### config.mk
export PLATFORM = sky130hd
export DESIGN_NAME = xedgcol_sequencer
export DESIGN_NICKNAME = d
export VERILOG_FILES = /design/src/rtl/xedgcol_sequencer_pkg.sv /design/src/rtl/xedgcol_sequencer.sv
export SDC_FILE = /design/constraint.sdc
export NUM_CORES = 1
export LEC_CHECK = 0
export CAP_MARGIN = 20
export CORE_UTILIZATION = 35
export CTS_CLUSTER_DIAMETER = 100
export DETAILED_ROUTE_END_ITERATION = 6
export GPL_ROUTABILITY_DRIVEN = 0
export PLACE_DENSITY_LB_ADDON = 0.2
export REMOVE_ABC_BUFFERS = 1
export SYNTH_ARGS = -nofsm -noshare
export SYNTH_HDL_FRONTEND = slang
export SYNTH_SLANG_ARGS = --single-unit
export TNS_END_PERCENT = 100
### constraint.sdc
create_clock -name clk -period 2 [get_ports clk]
set_clock_uncertainty 0.05 [all_clocks]
set_input_delay 0.4 -clock clk [delete_from_list [all_inputs] [get_ports clk]]
set_output_delay 0.4 -clock clk [all_outputs]
set_load 0.01 [all_outputs]
### src/rtl/xedgcol_sequencer_pkg.sv
// Shared Xedgcol definitions: ECOL opcode, edge-count width and sequencer state encodings.
package xedgcol_sequencer_pkg;

  localparam logic [6:0] XEDGCOL_OPCODE_ECOL = 7'b0001011;
  localparam int XEDGCOL_COUNT_WIDTH = 5;
  localparam int XEDGCOL_HITS_WIDTH  = XEDGCOL_COUNT_WIDTH + 1;

  // 2'd3 is unused and decodes back to IDLE
  typedef enum logic [1:0] {
    ST_IDLE = 2'd0,
    ST_REQ  = 2'd1,
    ST_WB   = 2'd2
  } state_t;

endpackage

### src/rtl/xedgcol_sequencer.sv
// ECOL multi-cycle sequencer: stalls decode, walks 1-32 edge words through the
// collision unit with a req/ack handshake and retires the hit count in one WB cycle.
//
// state | meaning
// IDLE  | waiting for ECOL in decode; stall follows ecol_detect
// REQ   | requesting edge word idx from the collision unit
// WB    | single retire cycle, hit count written to rs1
module xedgcol_sequencer
  import xedgcol_sequencer_pkg::*;
#(
  parameter int N          = 32,
  parameter bit EARLY_EXIT = 1'b0
) (
  input  logic                           clk,
  input  logic                           rst,
  input  logic                           instr_valid,
  input  logic [6:0]                     opcode,
  input  logic [XEDGCOL_COUNT_WIDTH-1:0] count,
  output logic                           stall,
  output logic                           controlOverride,
  output logic [N-1:0]                   alu_offset,
  output logic                           col_req,
  input  logic                           col_ack,
  input  logic                           col_hit,
  output logic                           reg_we,
  output logic [N-1:0]                   result,
  output logic                           busy
);

  state_t                          state;
  logic [XEDGCOL_COUNT_WIDTH-1:0]  idx;
  logic [XEDGCOL_COUNT_WIDTH-1:0]  last;
  logic [XEDGCOL_HITS_WIDTH-1:0]   hits;
  logic                            ecol_detect;
  logic                            walk_done;

  assign ecol_detect = instr_valid && (opcode == XEDGCOL_OPCODE_ECOL) && (state == ST_IDLE);
  // exit at idx == last means idx never needs to wrap
  assign walk_done   = (idx == last) || (EARLY_EXIT && col_hit);
  assign busy        = (state != ST_IDLE);

  always_ff @(posedge clk or posedge rst) begin
    if (rst) begin
      state <= ST_IDLE;
      idx   <= '0;
      last  <= '0;
      hits  <= '0;
    end else begin
      case (state)
        ST_IDLE: begin
          if (ecol_detect) begin
            last  <= count;
            idx   <= '0;
            hits  <= '0;
            state <= ST_REQ;
          end
        end
        ST_REQ: begin
          if (col_ack) begin
            hits <= hits + XEDGCOL_HITS_WIDTH'(col_hit);
            if (walk_done) begin
              state <= ST_WB;
            end else begin
              idx <= idx + 1'b1;
            end
          end
        end
        ST_WB:   state <= ST_IDLE;
        default: state <= ST_IDLE;
      endcase
    end
  end

  always_comb begin
    stall           = 1'b0;
    controlOverride = 1'b0;
    col_req         = 1'b0;
    alu_offset      = '0;
    reg_we          = 1'b0;
    result          = '0;
    case (state)
      ST_IDLE: stall = ecol_detect;
      ST_REQ: begin
        stall           = 1'b1;
        controlOverride = 1'b1;
        col_req         = 1'b1;
        alu_offset      = N'({idx, 2'b00});
      end
      ST_WB: begin
        controlOverride = 1'b1;
        reg_we          = 1'b1;
        result          = N'(hits);
      end
      default: ;
    endcase
  end

endmodule

==> metrics.md <==
| Metric | Value |
|---|---|
| Run status | complete, but fails checks |
| Failing checks | negative setup slack |
| Max-cap violations | 0 |
| Ratio of cells with drive above 1 in the final layout | 0.248 |
| Final Hold Vio Count | 0 |
| Critical Path AT | about 2.2 ns |
| Most frequent cells in the layout | 53 x conb_1, 26 x buf_4, 18 x dfrtp_1, 11 x and2_1 |
| Vias in the first global route | 1073 |
| Ports | between 80 and 90 |
| R2R Setup Slk | -0.02 ns |
| Critical path startpoint category | flop |
| # hold bufs at CTS | 0 |
| Root Driver | clkbuf_8 |
| Core area | approximately 0.0041 mm² |
| Most common cell after layout, fill and taps aside | conb_1 |
| Area growth, synth to finish | 35.5% |
| Worst Setup Slack, final | -0.0247 ns |
| Leakage power total | 1.11 nW |
| Multi-input logic area | roughly 930 µm² |
| Drt drc | 0 |
| Cell Pwr Density | a little over 800 mW/mm² |
| CTS max path bufs | 2 |
| Dpl hpwl | roughly 2200 µm |
| Critical Path Sink Type | flop |
| CP max FO | 4 |
| RSZ-0062 raised after global routing | true |
| # nets final | ~260 |
| Hold Path Class | in -> async |
| DR pass1 iterations | 4 |
| Die area | ~0.0046 mm² |
| # diodes | 0 |
| Tcrit/Tclk final | 1.01 |
| Critical R2R Launch | state[0] |
| H-tree levels | 1 |
| Clock slew seen by the registers of the worst setup and hold paths | ~0.070 ns |
| Initial Util | 0.374 |
| Grt ovf | 0 |
| Worst EP required | roughly 2.2 ns |
| Hold slack final | 0.412 ns |
| CTS tree | done |
| Util after Layout | 0.507 |
| Seq cells post-synth | 18 |
| Sequential cell area | ~450 µm² |
| Fill count | a little under 400 |
| Register area share after synthesis | 0.295 |
| Worst-case reg-to-reg path depth | 10 |
| DIE WIDTH | between 60 and 70 µm |
| FMAX | about 490 MHz |
| Via count | around 1200 |
| Post-route ant nets | 0 |
| Worst slack, placed | -0.776 ns |
| Post-Syn Area | ~0.0015 mm² |
| Max Slew Vio Count | 0 |
| First-pass GRT wire length | between 4000 and 5000 µm |
| FP Rows | 23 |
| Min Tclk post-route | 2.02 ns |
| Worst VDD drop | between 400 and 500 µV |
| Yosys warns | 0 |
| Synthesized area per cell | a little over 9 µm² |
| Synth cell types | 36 |
| Kind of critical path | reg -> reg |
| Setup violators final | 1 |
| Initial antenna violation count | 0 |
| Largest net degree at the start of global routing | 19 |
| DRT iter0 DRCs | 22 |
| Port bufs | 32 |
| Vias per cell | around 4.2 |
| Num CTS Buffers | 3 |
| Wire length per cell | between 10 and 15 µm |
| CTS Sinks | 18 |
| R2R Path End | idx[0] |
| Final WL | ~3000 µm |
| Global-route usage over all layers | 0.141 |
| Gate Count Post-Synth | about 170 |
| Die height | around 68 µm |
| Clk Latency, worst-skew pair | roughly 0.26 ns |
## synth_stat cells (all sizes together)
cell / n / area share
conb: 1 / 0.0025
o31ai: 2 / 0.0098
or4: 1 / 0.0049
o22a: 1 / 0.0057
o21a: 1 / 0.0049
nor2: 5 / 0.012
buf: 54 / 0.27
dfrtp: 18 / 0.29
or4b: 3 / 0.022
nand4: 1 / 0.0041
mux2i: 1 / 0.0066
xnor2: 5 / 0.029
nand2: 11 / 0.029
mux2: 5 / 0.037
or3: 1 / 0.0041
nor2b: 1 / 0.0041
nand2b: 2 / 0.0082
and3: 1 / 0.0041
and2: 11 / 0.045
a221o: 1 / 0.0066
ha: 7 / 0.057
clkbuf: 2 / 0.0049
o21ai: 9 / 0.037
a22oi: 2 / 0.0098
inv: 6 / 0.015
xor2: 2 / 0.011
nand3: 10 / 0.036
nor3b: 1 / 0.0049
o2111ai: 1 / 0.0057
nand4b: 1 / 0.016
nor3: 1 / 0.0033
## through the flow
step	cell area, µm²	cells	setup TNS, ns	power (mW)
after global routing	2070	280	-0.163	1.84
after detailed placement	1860	268	-7.31	1.21
after global placement	1860	268	-7.30	1.21
after floorplan	1310	164	-0.0952	0.812
final	2070	280	-0.0247	1.71
after CTS	1980	278	-0.0982	1.63
## final cells by class
class | count | area share
timing repair buffer | 62 | 0.266
inverter | 6 | 0.0109
sequential | 18 | 0.218
tap | 50 | 0.0302
multi-input combinational | 140 | 0.448
clock buffer | 4 | 0.0266
## routing by layer
layer,global-route usage,up-vias,share of wire
li1,-,585,-
met1,0.172,542,0.44
met2,0.229,56,0.47
met3,0.0233,4,0.062
met4,0.0859,0,0.021
met5,0,-,0
## state kept, by name, summed over array words and instances, names as in the netlist
register / flops
state: 2
idx: 5
hits: 6
last: 5
## report_power, final
group | internal [mW] | total [mW] | switching [mW]
Sequential | 0.406 | 0.446 | 0.0395
Combinational | 0.488 | 0.957 | 0.469
Clock | 0.175 | 0.305 | 0.130
## worst max-delay path: stages, from the launching register on
cell and delay [ns]:
dfrtp_1 0.39, buf_6 0.12, ha_4 0.15, buf_6 0.11, buf_6 0.11, buf_6 0.11, mux2i_4 0.18, inv_2 0.08
nand2_4 0.06, or4b_1 0.52, nand3_1 0.08
## kinds of logic after synthesis
family	after synthesis	share of synthesized area
AND/OR/NAND/NOR	50	0.197
flip-flops	18	0.295
adder cells (fa/ha/maj)	7	0.0573
XOR/XNOR	7	0.0401
other	1	0.00245
multiplexers	6	0.0434
buffers and inverters	62	0.285
AO/OA/AOI/OAI	17	0.0794
## worst max-delay path by stage
stage / startpoint / end / slack, ns / cells past startpoint
after global routing: state[0] / idx[0] / -0.06 / 10
final: state[0] / idx[0] / -0.02 / 10
after CTS: opcode[6] / stall / -0.06 / 5
after floorplan: opcode[5] / hits[3] / -0.04 / 5
after detailed placement: opcode[5] / stall / -0.78 / 5
after global placement: opcode[5] / stall / -0.76 / 5
## timing repair
action / in CTS / in global routing
pin swaps: 4 / 8
buffers inserted: 6 / 2
endpoints found under the setup margin: 29 / 8
cloned: 0 / 0
gates resized for setup: 44 / 20
Note: power is estimated with default switching activity, not from simulation.
